File: src/rtl/lfsr_ber_controller.sv
// Sequencer and error accounting for a multiLFSR checker in a link BER test.
// It flushes the checker, acquires lock on the prediction stream, and counts
// words, bit errors and lock losses during the run.
module lfsr_ber_controller #(
  parameter int LOCK_COUNT   = 16,
  parameter int BAD_BITS     = 8,
  parameter int UNLOCK_COUNT = 4,
  parameter int CNT_W        = 48
) (
  input  logic             clk,
  input  logic             aresetn,
  input  logic             start,
  input  logic             stop,
  input  logic [31:0]      test_len,
  input  logic             chk_tvalid,
  input  logic [31:0]      chk_pred,
  input  logic [31:0]      chk_data,
  output logic             chk_tready,
  output logic             checker_resetn,
  output logic             busy,
  output logic             locked,
  output logic             done,
  output logic [CNT_W-1:0] word_cnt,
  output logic [CNT_W-1:0] bit_err_cnt,
  output logic [15:0]      relock_cnt
);

  localparam int DATA_W = 32;
  localparam int RUN_W  = 16;

  localparam logic [5:0]       BAD_TH    = 6'(BAD_BITS);
  localparam logic [RUN_W-1:0] LOCK_TH   = RUN_W'(LOCK_COUNT);
  localparam logic [RUN_W-1:0] UNLOCK_TH = RUN_W'(UNLOCK_COUNT);

  typedef enum logic [2:0] {
    S_IDLE,
    S_FLUSH,
    S_ACQUIRE,
    S_RUN,
    S_DONE
  } state_t;

  state_t             state_q, state_d;
  logic               flush_q, flush_d;
  logic               crst_q, crst_d;
  logic               busy_q, busy_d;
  logic               locked_q, locked_d;
  logic               done_q, done_d;
  logic [DATA_W-1:0]  pred_p1, pred_d;
  logic               vld_p1, vld_d;
  logic [CNT_W-1:0]   word_q, word_d;
  logic [CNT_W-1:0]   berr_q, berr_d;
  logic [15:0]        relock_q, relock_d;
  logic [RUN_W-1:0]   good_q, good_d;
  logic [RUN_W-1:0]   bad_q, bad_d;
  logic [5:0]         errs_p0;
  logic               cmp_p0;

  function automatic logic [5:0] popcount32(input logic [DATA_W-1:0] v);
    logic [5:0] c;
    c = '0;
    for (int i = 0; i < DATA_W; i++) begin
      c = c + {5'd0, v[i]};
    end
    return c;
  endfunction

  function automatic logic [CNT_W-1:0] sat_add_cnt(input logic [CNT_W-1:0] a,
                                                   input logic [5:0]       b);
    logic [CNT_W:0] s;
    s = {1'b0, a} + {{(CNT_W-5){1'b0}}, b};
    return s[CNT_W] ? '1 : s[CNT_W-1:0];
  endfunction

  function automatic logic [RUN_W-1:0] sat_inc16(input logic [RUN_W-1:0] a);
    return (&a) ? a : a + RUN_W'(1);
  endfunction

  // Stage p0: compare received word against the prediction held from the previous beat
  assign errs_p0 = popcount32(chk_data ^ pred_p1);
  assign cmp_p0  = chk_tvalid & vld_p1;

  assign chk_tready     = 1'b1;
  assign checker_resetn = crst_q & aresetn;
  assign busy           = busy_q;
  assign locked         = locked_q;
  assign done           = done_q;
  assign word_cnt       = word_q;
  assign bit_err_cnt    = berr_q;
  assign relock_cnt     = relock_q;

  // Next-state, counter updates and output decode
  always_comb begin
    state_d  = state_q;
    flush_d  = flush_q;
    crst_d   = 1'b1;
    pred_d   = pred_p1;
    vld_d    = vld_p1;
    word_d   = word_q;
    berr_d   = berr_q;
    relock_d = relock_q;
    good_d   = good_q;
    bad_d    = bad_q;

    if (stop) begin
      state_d = S_IDLE;
    end else begin
      unique case (state_q)
        S_IDLE, S_DONE: begin
          if (start) begin
            state_d  = S_FLUSH;
            flush_d  = 1'b0;
            crst_d   = 1'b0;
            vld_d    = 1'b0;
            word_d   = '0;
            berr_d   = '0;
            relock_d = '0;
            good_d   = '0;
            bad_d    = '0;
          end
        end
        S_FLUSH: begin
          if (flush_q) begin
            state_d = S_ACQUIRE;
          end else begin
            flush_d = 1'b1;
            crst_d  = 1'b0;
          end
        end
        S_ACQUIRE: begin
          if (chk_tvalid) begin
            pred_d = chk_pred;
            vld_d  = 1'b1;
          end
          if (cmp_p0) begin
            if (errs_p0 == 6'd0) begin
              good_d = sat_inc16(good_q);
              if (good_d == LOCK_TH) begin
                state_d = S_RUN;
                bad_d   = '0;
              end
            end else begin
              good_d = '0;
            end
          end
        end
        S_RUN: begin
          if (chk_tvalid) begin
            pred_d = chk_pred;
            vld_d  = 1'b1;
          end
          if (cmp_p0) begin
            word_d = sat_add_cnt(word_q, 6'd1);
            berr_d = sat_add_cnt(berr_q, errs_p0);
            bad_d  = (errs_p0 > BAD_TH) ? sat_inc16(bad_q) : '0;
            if ((test_len != 32'd0) && (word_d == CNT_W'(test_len))) begin
              state_d = S_DONE;
            end else if (bad_d == UNLOCK_TH) begin
              state_d  = S_ACQUIRE;
              relock_d = sat_inc16(relock_q);
              good_d   = '0;
            end
          end
        end
        default: state_d = S_IDLE;
      endcase
    end

    busy_d   = (state_d == S_FLUSH) || (state_d == S_ACQUIRE) || (state_d == S_RUN);
    locked_d = (state_d == S_RUN);
    done_d   = (state_d == S_DONE);
  end

  // Stage p1: state, prediction pipeline, counters and registered outputs
  always_ff @(posedge clk or negedge aresetn) begin
    if (!aresetn) begin
      state_q  <= S_IDLE;
      flush_q  <= 1'b0;
      crst_q   <= 1'b1;
      busy_q   <= 1'b0;
      locked_q <= 1'b0;
      done_q   <= 1'b0;
      pred_p1  <= '0;
      vld_p1   <= 1'b0;
      word_q   <= '0;
      berr_q   <= '0;
      relock_q <= '0;
      good_q   <= '0;
      bad_q    <= '0;
    end else begin
      state_q  <= state_d;
      flush_q  <= flush_d;
      crst_q   <= crst_d;
      busy_q   <= busy_d;
      locked_q <= locked_d;
      done_q   <= done_d;
      pred_p1  <= pred_d;
      vld_p1   <= vld_d;
      word_q   <= word_d;
      berr_q   <= berr_d;
      relock_q <= relock_d;
      good_q   <= good_d;
      bad_q    <= bad_d;
    end
  end

endmodule
File: config.mk
export PLATFORM = sky130hd
export DESIGN_NAME = lfsr_ber_controller
export DESIGN_NICKNAME = d
export VERILOG_FILES = /design/src/rtl/lfsr_ber_controller.sv
export SDC_FILE = /design/constraint.sdc
export NUM_CORES = 1
export LEC_CHECK = 0
export BUFFER_PORTS_ARGS = -buffer_cell sky130_fd_sc_hd__buf_2
export CORE_MARGIN = 1
export CORE_UTILIZATION = 58
export CTS_CLUSTER_DIAMETER = 60
export DETAILED_ROUTE_END_ITERATION = 6
export PLACE_DENSITY = 0.82
export REMOVE_ABC_BUFFERS = 1
export SLEW_MARGIN = 20
export SYNTH_ARGS = -nofsm -noshare
export SYNTH_HDL_FRONTEND = slang
export SYNTH_SLANG_ARGS = --single-unit
export TNS_END_PERCENT = 30
File: constraint.sdc
create_clock -name clk -period 9.65 [get_ports clk]
set_clock_uncertainty 0.15 [all_clocks]
set_input_delay 0.4825 -clock clk [delete_from_list [all_inputs] [get_ports clk]]
set_output_delay 0.4825 -clock clk [all_outputs]
set_load 0.05 [all_outputs]
# [After elaboration in Yosys (flattened, before gate mapping)]
# Cells that the tools add are included.
[classes] n_bitwise=4 n_reduce_logical=22 eq_ne=20 muxes=45 magnitude_cmp=1 n_addsub=36
[ops] operator="2-to-1 mux 16 bit" count=17
[ops] operator="2-to-1 mux 48 bit" count=5
[ops] operator="one-hot mux 48 bit (2 select lines)" count=2
[ops] operator="adder 6 x 1 -> 6 bit" count=26
[ops] operator="one-hot mux 16 bit (3 select lines)" count=2
[ops] operator="adder 48 x 1 -> 49 bit, second input constant" count=1
[ops] operator="adder 48 x 6 -> 49 bit" count=1
[ops] operator="adder 16 x 1 -> 16 bit, second input constant" count=3
[ops] operator="== test 48 x 32 -> 1 bit" count=1
[ops] operator="AND reduction 16 bit" count=3
[ops] operator="one-hot mux 16 bit (2 select lines)" count=1
[ops] operator="nonzero test 32 bit" count=1
[ops] operator="XOR 32 bit" count=1
[ops] operator="2-to-1 mux 3 bit" count=9
[ops] operator="AND reduction 7 bit" count=3
[ops] operator="== test 16 x 3 -> 1 bit, second input constant" count=1
[ops] operator="== test 16 x 5 -> 1 bit, second input constant" count=1
[ops] operator="!= test 2 bit, second input constant" count=8
[ops] operator="== test 3 x 2 -> 1 bit, second input constant" count=4
[ops] operator="one-hot mux 3 bit (4 select lines)" count=1
[ops] operator="AND reduction 4 bit" count=2
[ops] operator="adder 5 x 1 -> 6 bit" count=1
[ops] operator="== test 3 x 1 -> 1 bit, second input constant" count=2
[ops] operator="== test 3 bit, second input constant" count=2
[ops] operator="other kinds (18)" count=30
[word_totals] reg_bits=185

# [Depth between registers and ports, before layout]
# Gate-level depths: netlist of the first run.
[depth] ltp_word=43 depth_mapped=29

# [Worst setup path before layout of the first run]
# Ideal clock, no wire load.
[synth_path] path_kind="input to register" startpoint="input port chk_data[0]" endpoint="register berr_q[46], in the netlist bit_err_cnt[46]" slack_ns=2.479 n_path_buf=0 path_stages=27 arrival_ns=6.889 required_ns=9.368 setup_time_ns=0.132 path_cell_list="xnor2_1 > fa_1 > inv_1 > fa_1 > fa_1 > fa_1 > inv_1 > fa_1 > fa_1 > inv_1 > ha_1 > inv_1 > fa_1 > inv_1 > a21o_1 > a21oi_1 > xnor2_1 > ha_1 > inv_1 > o21bai_1 > a21o_1 > nand3_1 > nor3_1 > nor3b_1 > nand4_1 > mux2i_1 > nor2_1"
[synth_via] elab_chain_cells=36
[synth_rtl] item="start, declared" line_no="17" rtl="input logic [31:0] chk_data,"
[synth_rtl] item="XOR 32 bit" line_no="80" rtl="assign errs_p0 = popcount32(chk_data ^ pred_p1);"
[synth_rtl] item="adder 1 x 1 -> 2 bit" line_no="63" rtl="c = c + {5'd0, v[i]};"
[synth_rtl] item="adder 2 x 1 -> 3 bit" line_no="63"
[synth_rtl] item="adder 3 x 1 -> 4 bit" line_no="63"
[synth_rtl] item="adder 4 x 1 -> 5 bit" line_no="63"
[synth_rtl] item="adder 5 x 1 -> 6 bit" line_no="63"
[synth_rtl] item="adder 6 x 1 -> 6 bit (26 in a row)" line_no="63"
[synth_rtl] item="adder 48 x 6 -> 49 bit" line_no="71" rtl="s = {1'b0, a} + {{(CNT_W-5){1'b0}}, b};"
[synth_rtl] item="2-to-1 mux 48 bit" line_no="72" rtl="return s[CNT_W] ? '1 : s[CNT_W-1:0];"
[synth_rtl] item="2-to-1 mux 48 bit" line_no="152" rtl="if (cmp_p0) begin"
[synth_rtl] item="one-hot mux 48 bit (2 select lines)" line_no="108" rtl="unique case (state_q)"
[synth_rtl] item="end signal, assigned" line_no="200" rtl="berr_q <= berr_d;"
[synth_rtl] item="end, declared" line_no="52" rtl="logic [CNT_W-1:0] berr_q, berr_d;"
# No other way between the ends. The select of a mux whose other input is x is not followed.
# A chain may end at the register's enable or synchronous reset.

# [Worst setup path after layout of the first run]
[layout_path] startpoint="register pred_p1[11]" endpoint="register berr_q[42], in the netlist bit_err_cnt[42]"
[layout_via] elab_chain_cells=26
[layout_rtl] item="start, declared" line_no="49" rtl="logic [DATA_W-1:0] pred_p1, pred_d;"
[layout_rtl] item="start signal, assigned" line_no="197" rtl="pred_p1 <= pred_d;"
[layout_rtl] item="XOR 32 bit" line_no="80"
[layout_rtl] item="adder 6 x 1 -> 6 bit (21 in a row)" line_no="63"
[layout_rtl] item="adder 48 x 6 -> 49 bit" line_no="71"
[layout_rtl] item="2-to-1 mux 48 bit" line_no="72"
[layout_rtl] item="2-to-1 mux 48 bit" line_no="152"
[layout_rtl] item="one-hot mux 48 bit (2 select lines)" line_no="108"
# No other way between the ends. The select of a mux whose other input is x is not followed.

==> summary.md, run 1 <==
| Metric | Value |
|---|---|
| Setup_tns | 0 ps |
| WL met2 | 19000 µm |
| Synth top area cells | dfrtp_1 (35%), a21oi_1 (5.2%), fa_1 (3.8%) |
| Vias after detailed routing | 13100 |
| Hpwl dp | 29800 µm |
| R2R depth | 27 |
| Clk pin slew, worst setup/hold paths | 80 ps |
| Die area | 23400 µm² |
| Mapped Cells | 1535 |
| Row count | 54 |
| Core Util, Final | 67.6% |
| Final hold slack | 38.0 ps |
| Pin count of the biggest net entering global routing | 114 |
| Tot GR Track Use | 35.8% |
| H-tree depth | 4 |
| Nets | 1832 |
| Final cell count without fillers | 1982 |
| Pre-Repair DR Iteration Count | 7 |
| Synth Cell Area | 13200 µm² |
| Num CTS Buffers | 17 |
| Post-synth top area share | 34.9% |
| Status | complete, but fails checks |
| Detailed-route wire length on metal 1 | 17700 µm |
| Clock root cell | clkbuf_16 |
| Period minus WS final | 7930 ps |
| Total core area | 22100 µm² |
| Post-DR wirelength/cell | 21.0 µm |
| Post-synth ARST share | 100% |
| Die Wd | 153 µm |
| Crit path launch | pred_p1[11] |
| Highest fanout seen on the critical path | 8 |
| MaxCap Viol Count | 0 |
| Antenna violations before repair | 0 |
| Yosys top cell by area | dfrtp_1 |
| Crit path capture | bit_err_cnt[42] |
| Register area | 4630 µm² |
| Initial Utilization | 59.7% |
| Highest routed layer | met4 |
| Grt total ovfl | 0 |
| Area of the multi-input gates | 7980 µm² |
| Cells after DPL | 1950 |
| Vias in the first global route | 12200 |
| TritonCTS clock tree | built |
| Worst setup EP type | flop |
| Startpoint types | flop |
| Met3 routed WL | 4030 µm |
| Ports | 218 |
| Critical R2R Launch | pred_p1[11] |
| Dominant register cell in the synthesized netlist | dfrtp_1 |
| Post-route antenna net violation count | 0 |
| Cts hold-fix bufs | 0 |
| RSZ-0062 raised after global routing | no |
| Failing checks | design-rule violations |
| CTS Buffer Depth | 2 |
| Yosys cell types | 75 |
| Buffers on Ports | 216 |
| YS warnings | 0 |
| PostCTS Resize Cnt | 0 |
| HP Class | primary input to async pin |
| Reg-to-Reg End | bit_err_cnt[42] |
| Final GP Congestion | 0.986 |
| Setup slack, reg-to-reg | 1720 ps |
| WP data required | 9840 ps |
| Final Hold Viols | 0 |
| Worst-Skew Late Latency | 440 ps |
| Area growth, synth to finish | 13.2% |
| Setup Viol. Count Final | 0 |
| Clock sinks | 185 |
| Via-to-Cell Ratio | 6.63 |
| Crit Path Class | flop to flop |
| First-pass GRT wire length | 66900 µm |
| DRC viols | 16 |
| Post-CTS setup buffer count | 0 |
| Antenna diodes | 0 |
| Die Y | 153 µm |
| Final wirelength | 41600 µm |
| Slew @ Worst Pin | 1080 ps |
| Number of enable flip-flop cells after synthesis | 0 |
| Final period util | 82.2% |
| Max_slew headroom | 27.7% |
| Worst endpoint data arrival time | 8110 ps |
| Register area share after synthesis | 35.1% |
| Post-synthesis register bit count | 185 |
| Fillers | 1789 |
| Initial drt markers | 1283 |
| Syn avg cell area | 8.60 µm² |
| Share of cells above drive strength 1 | 19.4% |
| Max Slew Vio Count | 0 |
| Max Fclk | 0.126 GHz |
-- worst min-delay path by stage --
stage                           from      endpoint  slack, ps  depth (start not counted)
after global placement      bad_q[6]      bad_q[6]        350                          1
final                        aresetn        locked         40                          1
after CTS                    aresetn  word_cnt[38]         60                          1
after floorplan              aresetn      bad_q[0]         40                          0
after detailed placement  pred_p1[5]    pred_p1[5]        370                          1
after global routing         aresetn        locked        100                          1
-- through the flow --
step           setup slack (ps)  cell area [µm²]
3_5_place_dp               1570            14300
5_1_grt                    1090            14900
2_1_floorplan              2300            12800
6_report                   1720            14900
4_1_cts                    1700            14900
3_3_place_gp               1790            14300
-- cell families after synthesis --
group / share of synthesized area [%]
adder cells (fa/ha/maj): 5.41
buffers and inverters: 4.54
AO/OA/AOI/OAI: 19.6
XOR/XNOR: 6.68
multiplexers: 3.65
other: 0.0284
flip-flops: 35.1
AND/OR/NAND/NOR: 25.0
-- worst max-delay path, cell delays in order, from the launching register on --
cell      delay, ps
dfrtp_1         390
xor2_1          180
fa_1            550
inv_1            60
fa_1            490
inv_1            50
fa_1            480
fa_1            560
inv_1            60
fa_1            510
fa_1            490
inv_1            70
ha_1            160
inv_1            60
fa_1            400
inv_1            70
a21o_1          170
a21oi_1         110
xnor2_1         160
ha_1            300
inv_1            60
o21bai_1        140
a21o_1          230
nand3_1         120
nor3_1          490
nor3b_1         800
a31oi_1         220
a311oi_1        290
-- metal layers --
metal,vias up,global-route usage (%)
met2,716,55.7
met1,6335,50.9
li1,6012,-
met4,0,9.76
met5,-,0
met3,79,7.20
-- sequential cells by signal, indices dropped and copies added (netlist names) --
register,count
bit_err_cnt,48
pred_p1,32
word_cnt,48
flush_q,1
crst_q,1
state_q,3
busy,1
good_q,16
done,1
locked,1
relock_cnt,16
vld_p1,1
bad_q,16
-- area by class of cell --
type / instances / area share [%]
well taps: 280 / 2.35
clock inverters: 14 / 1.03
clock buffers: 18 / 2.94
multi-input cells: 1205 / 53.4
repair buffers: 229 / 7.95
inverters: 51 / 1.28
flip-flops and latches: 185 / 31.0
-- cells in the final DEF (no fill, tap or decap), drive strengths merged, types with 13 or more instances in the layout --
master | synthesis | routed
a211oi | 19 | 19
a21o | 13 | 13
a21oi | 138 | 138
a311oi | 25 | 25
a31oi | 37 | 37
and2 | 22 | 22
and3 | 50 | 50
and4 | 13 | 13
buf | 26 | 228
clkbuf | 68 | 19
dfrtp | 184 | 184
fa | 25 | 25
ha | 17 | 17
inv | 51 | 58
mux2 | 33 | 33
nand2 | 119 | 119
nand2b | 19 | 19
nand3 | 62 | 62
nand4 | 58 | 58
nor2 | 117 | 117
nor3 | 47 | 47
nor4 | 33 | 33
o21ai | 85 | 85
or3 | 24 | 24
or4 | 13 | 13
xnor2 | 56 | 56
xor2 | 42 | 42
-- Yosys cell counts, drive strengths merged, types with 13 or more instances --
cell / count
dfrtp: 184
a21oi: 138
nand2: 119
nor2: 117
o21ai: 85
clkbuf: 68
nand3: 62
nand4: 58
xnor2: 56
inv: 51
and3: 50
nor3: 47
xor2: 42
a31oi: 37
mux2: 33
nor4: 33
buf: 26
a311oi: 25
fa: 25
or3: 24
and2: 22
a211oi: 19
nand2b: 19
ha: 17
a21o: 13
and4: 13
or4: 13
Power of run 1 is not shown: default switching activity piles up to over one toggle a cycle in this logic, so the estimate is an artifact.
==> run 2: changes to the inputs <==
Clock period 9.65 ns to 7.8 ns, I/O delays scaled along.
==> summary.md, run 2 (synthesis results as in run 1) <==
| Metric | Value |
|---|---|
| Status | complete, but fails checks |
| Failing checks | design-rule violations |
| Met3 Usage GRT | 7.97% (+0.77 points) |
| Fillers | 1806 (+0.95%) |
| Hpwl dp | 30400 µm (+1.8%) |
| Ports | 218 (unchanged) |
| Post-DR wirelength/cell | 21.4 µm (+2.1%) |
| Slowest cell on crit path | fa_1 |
| Die Y | 153 µm (unchanged) |
| Share of cells above drive strength 1 | 19.9% (+0.47 points) |
| Vias in the first global route | 12500 (+2.8%) |
| Peak per-stage delay on the critical path | 570 ps (-230 ps) |
| Clock root cell | clkbuf_16 |
| Startpoint types | flop |
| Num CTS Buffers | 17 (unchanged) |
| Total core area | 22100 µm² (unchanged) |
| DRC viols | 14 (-2) |
| Max Slew Vio Count | 0 (unchanged) |
| Pin count of the biggest net entering global routing | 70 (-39%) |
| DP Area | 14400 µm² (+0.47%) |
| Area growth, synth to finish | 13.8% |
| Buffers on Ports | 216 (unchanged) |
| Tot GR Track Use | 36.5% (+0.72 points) |
| HP Class | primary input to flop |
| Max Fclk | 0.135 GHz (+7.3%) |
| Post-CTS setup buffer count | 0 (unchanged) |
| Met2 usage | 56.7% (+0.98 points) |
| Final Hold Viols | 0 (unchanged) |
| Pre-Repair DR Iteration Count | 7 (unchanged) |
| Grt total ovfl | 0 (unchanged) |
| Final wirelength | 42700 µm (+2.6%) |
| Worst setup EP type | flop |
| Register area | 4630 µm² (unchanged) |
| Row count | 54 (unchanged) |
| RSZ-0062 raised after global routing | no |
| Area of the multi-input gates | 7990 µm² (+0.11%) |
| H-tree depth | 4 (unchanged) |
| MaxCap Viol Count | 0 (unchanged) |
| Setup_tns | 0 ps (unchanged) |
| M1 GR Usage | 50.2% (-0.74 points) |
| Final period util | 94.7% (+13 points) |
| Crit path buf inv count | 9 (+2) |
| Crit Path Class | flop to flop |
| Vias after detailed routing | 13500 (+2.4%) |
| First-pass GRT wire length | 67600 µm (+1.1%) |
| Nets | 1842 (+0.55%) |
| Die Wd | 153 µm (unchanged) |
| Post-route antenna net violation count | 0 (unchanged) |
| Initial Utilization | 59.7% (unchanged) |
| Final Cell Area | 15000 µm² (+0.50%) |
| Crit-path leading delay family | adder cells |
| Clock sinks | 185 (unchanged) |
| Worst endpoint data arrival time | 7530 ps (-580 ps) |
| WP data required | 7950 ps (-1890 ps) |
| Most frequent cells in the layout | buf_2 (215), dfrtp_1 (184), a21oi_1 (138), nand2_1 (118), nor2_1 (114) |
| Max_slew headroom | 19.7% (-8.1 points) |
| Busiest layer in global routing | met2 |
| Via-to-Cell Ratio | 6.76 (+1.9%) |
| Clk pin slew, worst setup/hold paths | 80 ps (about the same) |
| Period minus WS final | 7390 ps (-543 ps) |
| Die area | 23400 µm² (unchanged) |
| TritonCTS clock tree | built |
| Most common cell after layout, fill and taps aside | buf_2 |
| CTS Buffer Depth | 2 (unchanged) |
| Antenna diodes | 0 (unchanged) |
| Setup Viol. Count Final | 0 (unchanged) |
| Initial drt markers | 1513 (+18%) |
| Worst-Skew Late Latency | 440 ps (about the same) |
| Final GP Congestion | 1.00 (+1.6%) |
| Antenna violations before repair | 0 (unchanged) |
| Highest fanout seen on the critical path | 8 (unchanged) |
| Slew @ Worst Pin | 1190 ps (+111 ps) |
## run 2: layout make-up
cell class	instances	area share (%)
clock buffers	17	2.83
repair buffers	239	8.43
inverters	51	1.28
well taps	280	2.33
multi-input cells	1205	53.2
flip-flops and latches	185	30.9
clock inverters	15	1.04
## run 2: worst reg2reg max path, delay by kind of cell, from the launching register on
| family | cells | cell delay [ps] |
|---|---|---|
| adders and majority gates | 9 | 3930 |
| xor gates and xnor gates | 2 | 320 |
| buffers and inverters | 9 | 830 |
| muxes | 1 | 160 |
| DFF | 1 | 390 |
| AOI/OAI and AO/OA | 4 | 670 |
| and+or+nand+nor | 5 | 830 |
## run 2: final timing paths
kind	cells past startpoint	from	slack (ps)	to
min in group asynchronous	2	aresetn	350	word_cnt[26]
max in group asynchronous	3	aresetn	5880	word_cnt[5]
hold / removal	2	chk_pred[10]	30	pred_p1[10]
setup / recovery	30	pred_p1[11]	410	bit_err_cnt[46]
hold reg to reg	1	pred_p1[0]	380	pred_p1[0]
setup reg to reg	30	pred_p1[11]	410	bit_err_cnt[46]
## run 2: metrics by stage
step	cells	hold WS [ps]	worst slack (ps)	utilization (%)
after floorplan	1441	-55.6	542	-
after global placement	1959	249	411	65.2
after detailed placement	1959	253	322	65.2
after CTS	1992	20.9	392	67.9
after global routing	1992	28.5	4.33	67.9
final	1992	31.3	415	67.9
## run 2: metal layers
| layer | part of all wire (%) | vias to the layer above |
|---|---|---|
| li1 | - | 6024 |
| met1 | 41 | 6441 |
| met4 | 3.8 | 0 |
| met5 | 0 | - |
| met2 | 45 | 851 |
| met3 | 11 | 145 |
## run 2: what timing repair did
| item | in CTS | in global routing |
|---|---|---|
| hold endpoints to repair | 54 | 0 |
| endpoints found under the setup margin | 0 | 4 |
| hold buffers | 1 | 0 |
| resized for setup | 0 | 2 |
Power of run 2 is left out for the same reason.
